<file path="src/rtl/rd_empty_stage.sv">
// Read-side stage of an async FIFO: synchronises the write pointer, issues RAM reads
// and delivers words through a 2-entry output buffer. Optional level output: RD_LEVEL_EN.
module rd_empty_stage #(
  parameter int unsigned WIDTH = 4,
  parameter int unsigned DEPTH = 8
) (
  input  logic                     r_clk,
  input  logic                     rst,
  input  logic [$clog2(DEPTH):0]   wptr_async,
  input  logic [WIDTH-1:0]         rdata,
  input  logic                     dout_ready,
  output logic                     ren,
  output logic [$clog2(DEPTH)-1:0] raddr,
  output logic [$clog2(DEPTH):0]   rptr,
  output logic                     empty,
  output logic [WIDTH-1:0]         dout,
  output logic                     dout_valid,
  output logic [$clog2(DEPTH):0]   rlevel
);

  localparam int unsigned AW = $clog2(DEPTH);
  localparam int unsigned PW = AW + 1;

  logic [PW-1:0]    r_wq1;
  logic [PW-1:0]    r_wq2;
  logic [PW-1:0]    r_rbin;
  logic [PW-1:0]    r_rptr;
  logic             r_empty;
  logic             r_inflight;
  logic [1:0]       r_occ;
  logic [WIDTH-1:0] r_buf0;
  logic [WIDTH-1:0] r_buf1;

  logic             w_valid;
  logic             w_pop;
  logic             w_ren;
  logic [2:0]       w_fill;
  logic [PW-1:0]    w_rbin_next;
  logic [PW-1:0]    w_rgray_next;

  // Two-flop synchroniser; r_wq2 is the only consumer of the write pointer
  always_ff @(posedge r_clk) begin
    if (rst) begin
      r_wq1 <= '0;
      r_wq2 <= '0;
    end else begin
      r_wq1 <= wptr_async;
      r_wq2 <= r_wq1;
    end
  end

  // Fetch only while buffer slots plus the in-flight read leave room for one more word
  always_comb begin
    w_valid      = 1'b0;
    w_pop        = 1'b0;
    w_fill       = 3'd0;
    w_ren        = 1'b0;
    w_rbin_next  = r_rbin;
    w_rgray_next = '0;

    w_valid      = ~rst & (r_occ != 2'd0);
    w_pop        = w_valid & dout_ready;
    w_fill       = {1'b0, r_occ} + {2'b00, r_inflight} - {2'b00, w_pop};
    w_ren        = ~rst & ~r_empty & (w_fill <= 3'd1);
    w_rbin_next  = r_rbin + PW'(w_ren);
    w_rgray_next = (w_rbin_next >> 1) ^ w_rbin_next;
  end

  always_ff @(posedge r_clk) begin
    if (rst) begin
      r_rbin  <= '0;
      r_rptr  <= '0;
      r_empty <= 1'b1;
    end else begin
      r_rbin  <= w_rbin_next;
      r_rptr  <= w_rgray_next;
      r_empty <= (w_rgray_next == r_wq2);
    end
  end

  // Output buffer: r_buf0 is the head; capture lands in the first free slot after pop
  always_ff @(posedge r_clk) begin
    if (rst) begin
      r_inflight <= 1'b0;
      r_occ      <= 2'd0;
      r_buf0     <= '0;
      r_buf1     <= '0;
    end else begin
      r_inflight <= w_ren;
      case ({r_inflight, w_pop})
        2'b10: begin
          if (r_occ == 2'd0) begin
            r_buf0 <= rdata;
          end else begin
            r_buf1 <= rdata;
          end
          r_occ <= r_occ + 2'd1;
        end
        2'b01: begin
          r_buf0 <= r_buf1;
          r_occ  <= r_occ - 2'd1;
        end
        2'b11: begin
          if (r_occ == 2'd1) begin
            r_buf0 <= rdata;
          end else begin
            r_buf0 <= r_buf1;
            r_buf1 <= rdata;
          end
        end
        default: begin
        end
      endcase
    end
  end

  assign ren        = w_ren;
  assign raddr      = r_rbin[AW-1:0];
  assign rptr       = r_rptr;
  assign empty      = r_empty;
  assign dout       = r_buf0;
  assign dout_valid = w_valid;

`ifdef RD_LEVEL_EN
  logic [PW-1:0] r_rlevel;

  function automatic logic [PW-1:0] gray2bin(input logic [PW-1:0] g);
    logic [PW-1:0] b;
    b = g;
    for (int i = 1; i < int'(PW); i++) begin
      b = b ^ (g >> i);
    end
    return b;
  endfunction

  always_ff @(posedge r_clk) begin
    if (rst) begin
      r_rlevel <= '0;
    end else begin
      r_rlevel <= gray2bin(r_wq2) - w_rbin_next;
    end
  end

  assign rlevel = r_rlevel;
`else
  assign rlevel = '0;
`endif

endmodule

</file>
<file path="config.mk">
export PLATFORM = sky130hd
export DESIGN_NAME = rd_empty_stage
export DESIGN_NICKNAME = d
export VERILOG_FILES = /design/src/rtl/rd_empty_stage.sv
export SDC_FILE = /design/constraint.sdc
export NUM_CORES = 1
export LEC_CHECK = 0
export ABC_AREA = 0
export BUFFER_PORTS_ARGS = -buffer_cell sky130_fd_sc_hd__clkbuf_2
export CAP_MARGIN = 25
export CORE_UTILIZATION = 45
export CTS_CLUSTER_DIAMETER = 200
export CTS_CLUSTER_SIZE = 24
export DETAILED_ROUTE_END_ITERATION = 7
export GPL_TIMING_DRIVEN = 0
export PLACE_DENSITY = 0.72
export REMOVE_ABC_BUFFERS = 1
export SETUP_SLACK_MARGIN = 0.05
export SYNTH_ARGS = -nofsm -noshare
export SYNTH_HDL_FRONTEND = slang
export SYNTH_SLANG_ARGS = --single-unit
</file>
<file path="constraint.sdc">
create_clock -name r_clk -period 3.6 [get_ports r_clk]
set_input_delay 0.18 -clock r_clk [delete_from_list [all_inputs] [get_ports r_clk]]
set_output_delay 0.18 -clock r_clk [all_outputs]
set_load 0.02 [all_outputs]
</file>
-- After elaboration in Yosys (flattened, before gate mapping)
Cells that the tools add are included.
W data, S select, Z words.
- bits in registers: 28
- output and inout port bits: 18
- bitwise gates (word level): 7
- $lt $le $gt $ge: 1
- reduce and logical (&&, ||, !) cells: 7
- multiplexer cells: 7
- equality and inequality tests: 8
- add/subtract/negate cells: 5
- operator list (kind ; count):
    $mux W4 ; 4
    $pmux W4 S3 ; 1
    $pmux W4 S2 ; 1
    $ne A2 B2 Y1 const B ; 3
    $reduce_bool A2 Y1 ; 3
    $add A4 B1 Y4 ; 1
    $and A1 B1 Y1 ; 4
    $eq A2 B1 Y1 const B ; 2
    $eq A2 B2 Y1 const B ; 2
    $eq A4 B4 Y1 ; 1
    $pmux W2 S2 ; 1
    $xor A3 B4 Y4 ; 1
    $add A2 B1 Y3 ; 1
    $le A3 B1 Y1 const B ; 1
    $reduce_and A3 Y1 ; 1
    $reduce_bool A3 Y1 ; 1
    $sub A3 B1 Y3 ; 1
    $add A2 B1 Y2 const B ; 1
    $logic_not A2 Y1 ; 1
    $not A1 Y1 ; 2
    $reduce_and A2 Y1 ; 1
    $sub A2 B1 Y2 const B ; 1

-- Logic depth before layout (Yosys ltp)
Gate-level depths: netlist of the first run.
- word-level depth: 9
- mapped depth: 17
- gate-level depth less buffers: 16

-- Worst setup path after synthesis of the first run
OpenSTA, ideal clock, no wires.
- kind: flip-flop to flip-flop
- from: register r_occ[1]
- to: register r_empty, in the netlist empty
- path slack: -0.428 ns
- arrival time: 3.912 ns
- path buffers: 1
- library setup time: 0.116 ns
- required time: 3.484 ns
- stages on the path, launching flop included: 18
- clock period less this slack: 4.028 ns
- cells stage by stage: dfxtp_1 inv_1 ha_1 nand2b_4 buf_6 nor2_1 xnor2_1 ha_1 inv_1 fa_1 xor2_1 nor4b_1 ha_1 ha_1 xor2_1 xnor2_1 mux2i_1 a31o_2
- cells in the longest elaborated chain, start to end: 9
- RTL lines (item ; RTL line ; source):
    start: declaration ; 30 ; logic [1:0] r_occ;
    start signal: assignment ; 97 ; r_occ <= r_occ + 2'd1;
    start signal: assignment ; 101 ; r_occ <= r_occ - 2'd1;
    $reduce_bool A2 Y1 ; 61 ; w_valid = ~rst & (r_occ != 2'd0);
    $and A1 B1 Y1 ; 61 ;
    $and A1 B1 Y1 ; 62 ; w_pop = w_valid & dout_ready;
    $sub A3 B1 Y3 (*) ; 63 ; w_fill = {1'b0, r_occ} + {2'b00, r_inflight} - {2'b00, w_pop};
    $le A3 B1 Y1 (*) ; 64 ; w_ren = ~rst & ~r_empty & (w_fill <= 3'd1);
    $and A1 B1 Y1 (*) ; 64 ;
    via ren ; 12 ; output logic ren,
    $add A4 B1 Y4 (*) ; 65 ; w_rbin_next = r_rbin + PW'(w_ren);
    $xor A3 B4 Y4 (*) ; 66 ; w_rgray_next = (w_rbin_next >> 1) ^ w_rbin_next;
    $eq A4 B4 Y1 (*) ; 77 ; r_empty <= (w_rgray_next == r_wq2);
    end signal: assignment ; 77 ;
    end: declaration ; 28 ; logic r_empty;
Mark *: on every way through the listed nets, which the timed path passes. The rest lies on a longest branch.
A chain may end at the register's enable or synchronous reset.

-- Worst setup path after layout of the first run
- from: register r_occ[0]
- to: register r_empty, in the netlist empty
- cells in the longest elaborated chain, start to end: 9
- RTL lines (item ; RTL line):
    $reduce_bool A2 Y1 ; 61
    $and A1 B1 Y1 ; 61
    $and A1 B1 Y1 ; 62
    $sub A3 B1 Y3 (*) ; 63
    $le A3 B1 Y1 (*) ; 64
    $and A1 B1 Y1 (*) ; 64
    $add A4 B1 Y4 (*) ; 65
    $xor A3 B4 Y4 (*) ; 66
    $eq A4 B4 Y1 (*) ; 77
Every way passes the cells marked *; elsewhere a longest branch is shown, timed or not.

==> results of run 1 <==
==> cell type report <==
cell class | instances | area share [%]
Clock buffer | 3 | 1.572
Clock inverter | 1 | 0.6114
Inverter | 3 | 0.7860
Multi-Input combinational cell | 81 | 44.80
Sequential cell | 27 | 38.08
Tap cell | 30 | 2.620
Timing Repair Buffer | 30 | 11.53
==> through the flow <==
step	power, mW	hold slack (ns)	std cells	setup WS [ns]
global route	0.9571	0.02951	175	0.06798
finish	0.8904	0.04581	175	0.2678
detailed placement	0.7114	0.3920	165	-0.1384
floorplan	0.6295	0.2494	111	-0.3516
CTS	0.8542	0.03271	169	0.07763
global placement	0.6962	0.3885	165	-0.01679
==> worst paths after layout <==
kind | startpoint | endpoint | slack (ns) | cells after the start
max | r_occ[0] | empty | 0.27 | 16
max reg2reg | r_occ[0] | empty | 0.27 | 16
min | wptr_async[2] | r_wq1[2] | 0.05 | 2
min reg2reg | r_wq1[1] | r_wq2[1] | 0.45 | 1
==> routing by layer <==
metal / vias up / wire [µm]
li1: 429 / -
met1: 384 / 793
met2: 22 / 970
met3: 4 / 82
met4: 0 / 38
met5: - / 0
==> timing repair <==
action | in CTS | in global routing
pin swaps | 0 | 5
hold buffers | 0 | 0
setup buffers | 0 | 6
endpoints found under the setup margin | 1 | 1
gates resized for setup | 3 | 9
==> state kept, by name (all words and copies together) (netlist names) <==
register / count
dout: 4
empty: 1
r_buf1: 4
r_inflight: 1
r_occ: 2
r_rbin: 4
r_wq1: 4
r_wq2: 4
rptr: 3
==> cells by family after synthesis <==
family                     after synthesis  share of synthesized area (%)
AOI/OAI and AO/OA                        9                          6.479
DFF                                     27                          45.14
muxes                                    9                          7.524
adders and majority gates                6                          6.897
buffers and inverters                   12                          5.642
other                                    1                         0.3132
xor gates and xnor gates                14                          10.24
and+or+nand+nor                         39                          17.76
==> power breakdown <==
part / total (mW) / switching (mW) / internal (mW)
Combinational: 0.372 / 0.197 / 0.175
Sequential: 0.382 / 0.0328 / 0.349
Clock: 0.136 / 0.0909 / 0.0453
Total: 0.890 / 0.321 / 0.569
==> cells in the final DEF, fill, tap and decap left out, types with 2 or more instances in the layout <==
cell	netlist	routed
a211oi_1	4	4
buf_4	4	6
clkbuf_2	0	24
clkbuf_4	0	3
conb_1	1	4
dfxtp_1	27	25
ha_1	5	2
ha_4	0	2
inv_2	0	2
mux2i_1	9	9
nand2_1	3	3
nand3_1	2	2
nand3b_1	2	2
nor2_1	14	14
nor2b_1	12	12
xnor2_1	8	8
xor2_1	6	5
==> cells in the mapped netlist, types with 3 or more instances <==
cell      count
xor2_1        6
xnor2_1       8
nand2_1       3
a211oi_1      4
nor2b_1      12
mux2i_1       9
buf_4         4
clkbuf_1      4
ha_1          5
nor2_1       14
inv_1         3
dfxtp_1      27
==> flow_summary.ini, run 1 <==
[outcome]
outcome = finished clean

[global_route]
antenna_found_initial = 0
use_met1_pct = 16.23
overflow = 0
grt_pass1_vias = 685
grt_pass1_wl_um = 2863
gr-usage-all-layers_pct = 14.26
busiest_layer = met2
use_met3_pct = 5.085
grt_max_degree = 35
grt_use_met2_pct = 23.75

[finish]
drive_gt1_share_pct = 32.41
seqCellArea_um2 = 545.5
fin_nets = 163
design_area_um2 = 1433
multi_input_area_um2 = 641.9
diodes = 0
n_fill_cell = 215
area_growth_pct = 19.64
utilization_pct = 57.31

[clock_network]
clockRootBuffer = clkbuf_4
cts_tree = done
cts_sinks = 27
cts_buffer_depth = 2
clock_latency_ns = 0.32
cts_made_buffers = 3
path_clk_slew_ns = 0.15
htree_levels = 1

[synth]
syn_inst = 117
synth-seq-cells = 27
syn_area_um2 = 1197
async_flop_share_pct = 0
synth.largest_area_cell = dfxtp_1
netlist_top_cells_area = dfxtp_1 (45%), mux2i_1 (7.5%), nor2b_1 (6.3%)
ys_seq_area_share_pct = 45.14
synth-edff-count = 0
synth_cell_types = 27
syn_avg_cell_area_um2 = 10.23
yosysWarnings = 0
synth_ff_type = dfxtp_1
synth_top_area_share_pct = 45.14

[sta]
clock.fmax_ghz = 0.3001
relSlewSlack_pct = 55.33
setup_violations = 0
min_period_ns = 3.332
timing_hold_violations_final = 0
drv_slew = 0
finalSetupTns_ns = 0
worst_pin_slew_ns = 0.6700
rsz0062_at_grt = no
period_share_pct = 92.56
finClkSkew_ns = 0.005830

[detailed_routing]
drc = 0
post_drt_wl_per_cell_um = 10.77
vias = 839
initialDrtViolationCount = 6
drt_first_pass_iters = 4
routed_wl_um = 1885
drtAntennaViolNets = 0
via_per_inst = 4.794

[floorplanning]
dieArea_um2 = 2871
die_x_um = 53.59
core_area_um2 = 2500
die_y_um = 53.59
start_util_pct = 47.90
core.rowCount = 18
pin_count = 29

[setup_path]
slowest_stage = dfxtp_2
end_kind = flip-flop
cp_top_family = adder cells
crit_type = reg -> reg
cp_data_required_time_ns = 3.88
cp_cell_sequence = inv_2 > ha_4 > nand2b_4 > nor2_1 > xnor2_1 > ha_1 > inv_1 > fa_1 > xor2_1 > nor4b_2 > ha_2 > ha_4 > xor2_2 > xnor2_1 > mux2i_1 > a31o_2
crit_buf_inv = 2
critPathLaunchType = flip-flop
critPathMaxFanout = 6
arrival_ns = 3.61
critPathMaxStageDelay_ns = 0.38

[place]
gp_congestion = 0.7439
hpwl_um = 1374
dpl_cell_area_um2 = 1310
numPortBuffers = 24

[power]
ir_worst_vdd_uv = 389.6
power.leakage_nw = 0.6317
cellPowerDensity_nw_per_um2 = 621.5

[hold_path]
holdCritPathClass = in -> reg

[flow_run]
cap_violations = 0
(Power assumes the default switching activity.)
==> run 2: changes to the inputs <==
- ABC_AREA: 0 -> default
- CORE_UTILIZATION: 45 -> 46
- PLACE_DENSITY: 0.72 -> 0.69
==> flow_summary.ini, run 2 (same netlist as run 1, synthesis figures left out) <==
[setup_path]
end_kind = flip-flop
crit_type = reg -> reg
cp_cell_sequence = inv_1 > ha_2 > nand2b_4 > nor2_2 > xnor2_1 > ha_1 > inv_1 > fa_1 > xor2_1 > nor4b_2 > ha_2 > ha_4 > xor2_4 > xnor2_2 > mux2i_1 > a31o_2
arrival_ns = 3.68
r2r-start = r_occ[0]
cp_data_required_time_ns = 3.88
rrSetupSlack_ns = 0.21
r2r_end = empty
critPathMaxStageDelay_ns = 0.38
slowest_stage = fa_1
critPathLaunchType = flip-flop
r2r.worst_path.cells = 16
critPathMaxFanout = 7

[hold_path]
min-delay-start = wptr_async[0]
holdCritPathClass = in -> reg
whs_path_depth = 2
holdPathEnd = r_wq1[0]

[clock_network]
cts_buffer_depth = 2
cts_sinks = 27
path_clk_slew_ns = 0.15
htree_levels = 1
cts_tree = done
cts_hold_buf = 0
cts_made_buffers = 3
clockRootBuffer = clkbuf_4
clock_latency_ns = 0.33

[finish]
final_common_cell = dfxtp_1
mostFrequentLayoutCells = dfxtp_1 (25), clkbuf_2 (24), nor2_1 (13)
area_growth_pct = 19.85
fin_nets = 162
drive_gt1_share_pct = 31.94
design_area_um2 = 1435
diodes = 0

[floorplanning]
die_y_um = 53.02
start_util_pct = 48.33
pin_count = 29
dieArea_um2 = 2811
die_x_um = 53.02
core.rowCount = 18
core_area_um2 = 2477

[detailed_routing]
drtAntennaViolNets = 0
initialDrtViolationCount = 4
routed_wl_um = 2031
vias = 822
via_per_inst = 4.724
post_drt_wl_per_cell_um = 11.67
drc = 0
drt_first_pass_iters = 3

[power]
power.switching_mw = 0.3228
p_seq_share_pct = 43.8
power.leakage_nw = 0.6223
ir_worst_vdd_uv = 370.2
swShare_pct = 36.65
clock_power_share_pct = 15.3
finalPower_mw = 0.8807
intPower_mw = 0.5579
p_comb_share_pct = 40.9
cellPowerDensity_nw_per_um2 = 613.7

[sta]
drv_slew = 0
min_period_ns = 3.394
period_share_pct = 94.29
setup_violations = 0
timing_hold_violations_final = 0
relSlewSlack_pct = 52.78
rsz0062_at_grt = no
clock.fmax_ghz = 0.2946
finClkSkew_ns = 0.005689
finalSetupTns_ns = 0
whs_ns = 0.04635
worst_pin_slew_ns = 0.7083

[global_route]
grt_pass1_vias = 686
grt_max_degree = 35
overflow = 0
use_met3_pct = 3.448
grt_pass1_wl_um = 2946
busiest_layer = met2
gr-usage-all-layers_pct = 15.21
antenna_found_initial = 0
grt_use_met2_pct = 25.74
use_met1_pct = 17.17

[outcome]
outcome = finished clean

[place]
hpwl_um = 1384
gp_congestion = 0.7376
dpl_cell_area_um2 = 1310
numPortBuffers = 24

[flow_run]
cap_violations = 0
==> run 2: worst max path at each step <==
stage          startpoint    end  slack [ns]  cells after the start
5_1_grt          r_occ[0]  empty        0.04                     16
2_1_floorplan    r_occ[1]  empty       -0.35                     16
4_1_cts          r_occ[0]  empty         0.1                     16
6_report         r_occ[0]  empty        0.21                     16
3_3_place_gp     r_occ[1]  empty       -0.02                     16
3_5_place_dp     r_occ[1]  empty       -0.18                     16
==> run 2: per-stage QoR <==
stage / setup slack (ns) / utilization, % / std cells
finish: 0.2055 / 57.93 / 174
global route: 0.04198 / 57.93 / 174
global placement: -0.02342 / 52.88 / 165
CTS: 0.09916 / 56.52 / 170
floorplan: -0.3516 / - / 111
detailed placement: -0.1754 / 52.88 / 165
==> run 2: area by class of cell <==
class | instances | area (µm²)
fill | 233 | 1042
multi-input combinational | 81 | 653.1
sequential | 27 | 545.5
timing repair buffer | 29 | 157.7
tap | 30 | 37.54
clock buffer | 3 | 22.52
inverter | 3 | 11.26
clock inverter | 1 | 7.507
==> run 2: critical path: cells and delay by family, from the launching register on <==
| family | cells | cell delay, ns |
|---|---|---|
| mux | 1 | 0.23 |
| simple gates | 3 | 0.51 |
| compound gates | 1 | 0.16 |
| xor+xnor | 4 | 0.72 |
| buf+inv | 2 | 0.18 |
| fa+ha+maj | 5 | 1.20 |
| flops | 1 | 0.36 |
==> run 2: power by group through the flow <==
stage          combinational, mW  clock (mW)  sequential [mW]
3_3_place_gp               0.312           0            0.385
2_1_floorplan              0.213           0            0.417
6_report                   0.360       0.135            0.386
3_5_place_dp               0.326           0            0.388
5_1_grt                    0.393       0.152            0.392
4_1_cts                    0.335       0.143            0.385
==> run 2: what timing repair did <==
item / CTS / global route
hold endpoints to repair: 0 / 0
endpoints found under the setup margin: 1 / 1
cloned: 0 / 0
resized for setup: 10 / 2
pin swaps: 2 / 3
setup buffers: 1 / 4
==> run 2: layer usage <==
metal | vias up | routed length [µm]
met5 | - | 0
met4 | 0 | 39
met1 | 374 | 895
li1 | 426 | -
met2 | 18 | 1035
met3 | 4 | 61
==> run 3: changes to the inputs <==
- REMOVE_ABC_BUFFERS: 1 -> default
==> flow_summary.ini, run 3 (same netlist as run 1, synthesis figures left out) <==
[finish]
fin_nets = 168
mostFrequentLayoutCells = dfxtp_1 (25), clkbuf_2 (23), nor2_1 (13)
design_area_um2 = 1459
area_growth_pct = 21.84
diodes = 0
drive_gt1_share_pct = 31.33
final_common_cell = dfxtp_1
utilization_pct = 58.89

[clock_network]
cts_tree = done
path_clk_slew_ns = 0.15
clockRootBuffer = clkbuf_4
htree_levels = 1
cts_buffer_depth = 2
cts_sinks = 27
cts_made_buffers = 3
clock_latency_ns = 0.32

[sta]
drv_slew = 0
clock.fmax_ghz = 0.3025
rsz0062_at_grt = no
setup_violations = 0
whs_ns = 0.05835
relSlewSlack_pct = 64.46
finClkSkew_ns = 0.004773
setup_ws_ns = 0.2940
period_share_pct = 91.83
min_period_ns = 3.306
timing_hold_violations_final = 0
worst_pin_slew_ns = 0.5295

[detailed_routing]
drtAntennaViolNets = 0
initialDrtViolationCount = 6
post_drt_wl_per_cell_um = 11.08
drt_first_pass_iters = 4
drc = 0
vias = 836
routed_wl_um = 1994
via_per_inst = 4.644

[outcome]
outcome = finished clean

[power]
p_seq_share_pct = 43.2
cellPowerDensity_nw_per_um2 = 605.6
ir_worst_vdd_uv = 346.3
p_comb_share_pct = 42.0
swShare_pct = 36.20
clock_power_share_pct = 14.8
intPower_mw = 0.5637
power.switching_mw = 0.3199
power.leakage_nw = 0.6510

[setup_path]
cp_cell_sequence = inv_1 > ha_2 > nand2b_4 > buf_6 > nor2_2 > xnor2_1 > ha_1 > inv_1 > fa_1 > xor2_1 > nor4b_4 > ha_2 > ha_4 > xor2_2 > xnor2_1 > mux2i_1 > a31o_2
critPathLaunchType = flip-flop
critPathMaxStageDelay_ns = 0.37
crit_type = reg -> reg
critPathMaxFanout = 7
arrival_ns = 3.58
end_kind = flip-flop
cp_data_required_time_ns = 3.87
slowest_stage = fa_1

[global_route]
gr-usage-all-layers_pct = 15.63
grt_pass1_vias = 756
overflow = 0
grt_pass1_wl_um = 3167
antenna_found_initial = 0
grt_max_degree = 16

[hold_path]
holdCritPathClass = in -> reg

[place]
pre_cts_slack_ns = -0.06175
gp_congestion = 0.7252
dpl_cell_area_um2 = 1376
hpwl_um = 1494
numPortBuffers = 23

[floorplanning]
pin_count = 29
die_x_um = 53.02
core_area_um2 = 2477
die_y_um = 53.02
start_util_pct = 48.33
dieArea_um2 = 2811
core.rowCount = 18

[flow_run]
cap_violations = 0
-- run 3: metal layers --
metal,global-route usage (%),up-vias,wire (µm)
li1,-,437,-
met1,18.74,384,916
met2,27.22,13,1003
met3,3.448,2,59
met4,5.263,0,15
met5,0,-,0
-- run 3: power groups by stage --
stage / clock (mW) / combinational [mW] / sequential [mW]
3_3_place_gp: 0 / 0.339 / 0.387
3_5_place_dp: 0 / 0.345 / 0.390
6_report: 0.131 / 0.371 / 0.382
2_1_floorplan: 0 / 0.242 / 0.418
5_1_grt: 0.147 / 0.409 / 0.389
4_1_cts: 0.134 / 0.350 / 0.384
-- run 3: area by class of cell --
type,instances,area (µm²)
Inverter,3,11.26
Multi-Input combinational cell,81,643.1
Tap cell,30,37.54
Clock inverter,1,5.005
Sequential cell,27,545.5
Timing Repair Buffer,26,137.6
Fill cell,242,1018
Buffer,9,56.30
Clock buffer,3,22.52
-- run 3: timing repair --
action / 4_1_cts / 5_1_grt
gates resized for setup: 4 / 5
buffers inserted: 1 / 2
pin swaps: 1 / 2
endpoints found under the setup margin: 1 / 1
hold buffers: 0 / 0
-- run 3: worst max-delay path: cells and delay by family (launching register included) --
| family | cells | cell delay [ns] |
|---|---|---|
| adders and majority gates | 5 | 1.18 |
| and+or+nand+nor | 3 | 0.42 |
| DFF | 1 | 0.35 |
| muxes | 1 | 0.22 |
| buffers and inverters | 3 | 0.28 |
| AOI/OAI and AO/OA | 1 | 0.15 |
| xor gates and xnor gates | 4 | 0.65 |
-- run 3: stage by stage --
step | total power [mW] | cells | setup TNS [ns]
after floorplan | 0.6601 | 120 | 0
after global placement | 0.7264 | 173 | -0.009625
after detailed placement | 0.7355 | 173 | -0.06175
after CTS | 0.8677 | 178 | 0
after global routing | 0.9452 | 180 | 0
final | 0.8836 | 180 | 0
-- run 3: worst paths after layout --
| kind | depth (start not counted) | to | startpoint | slack (ns) |
|---|---|---|---|---|
| min | 2 | r_wq1[2] | wptr_async[2] | 0.06 |
| max reg2reg | 17 | empty | r_occ[0] | 0.29 |
| max | 17 | empty | r_occ[0] | 0.29 |
| min reg2reg | 1 | r_wq2[0] | r_wq1[0] | 0.46 |
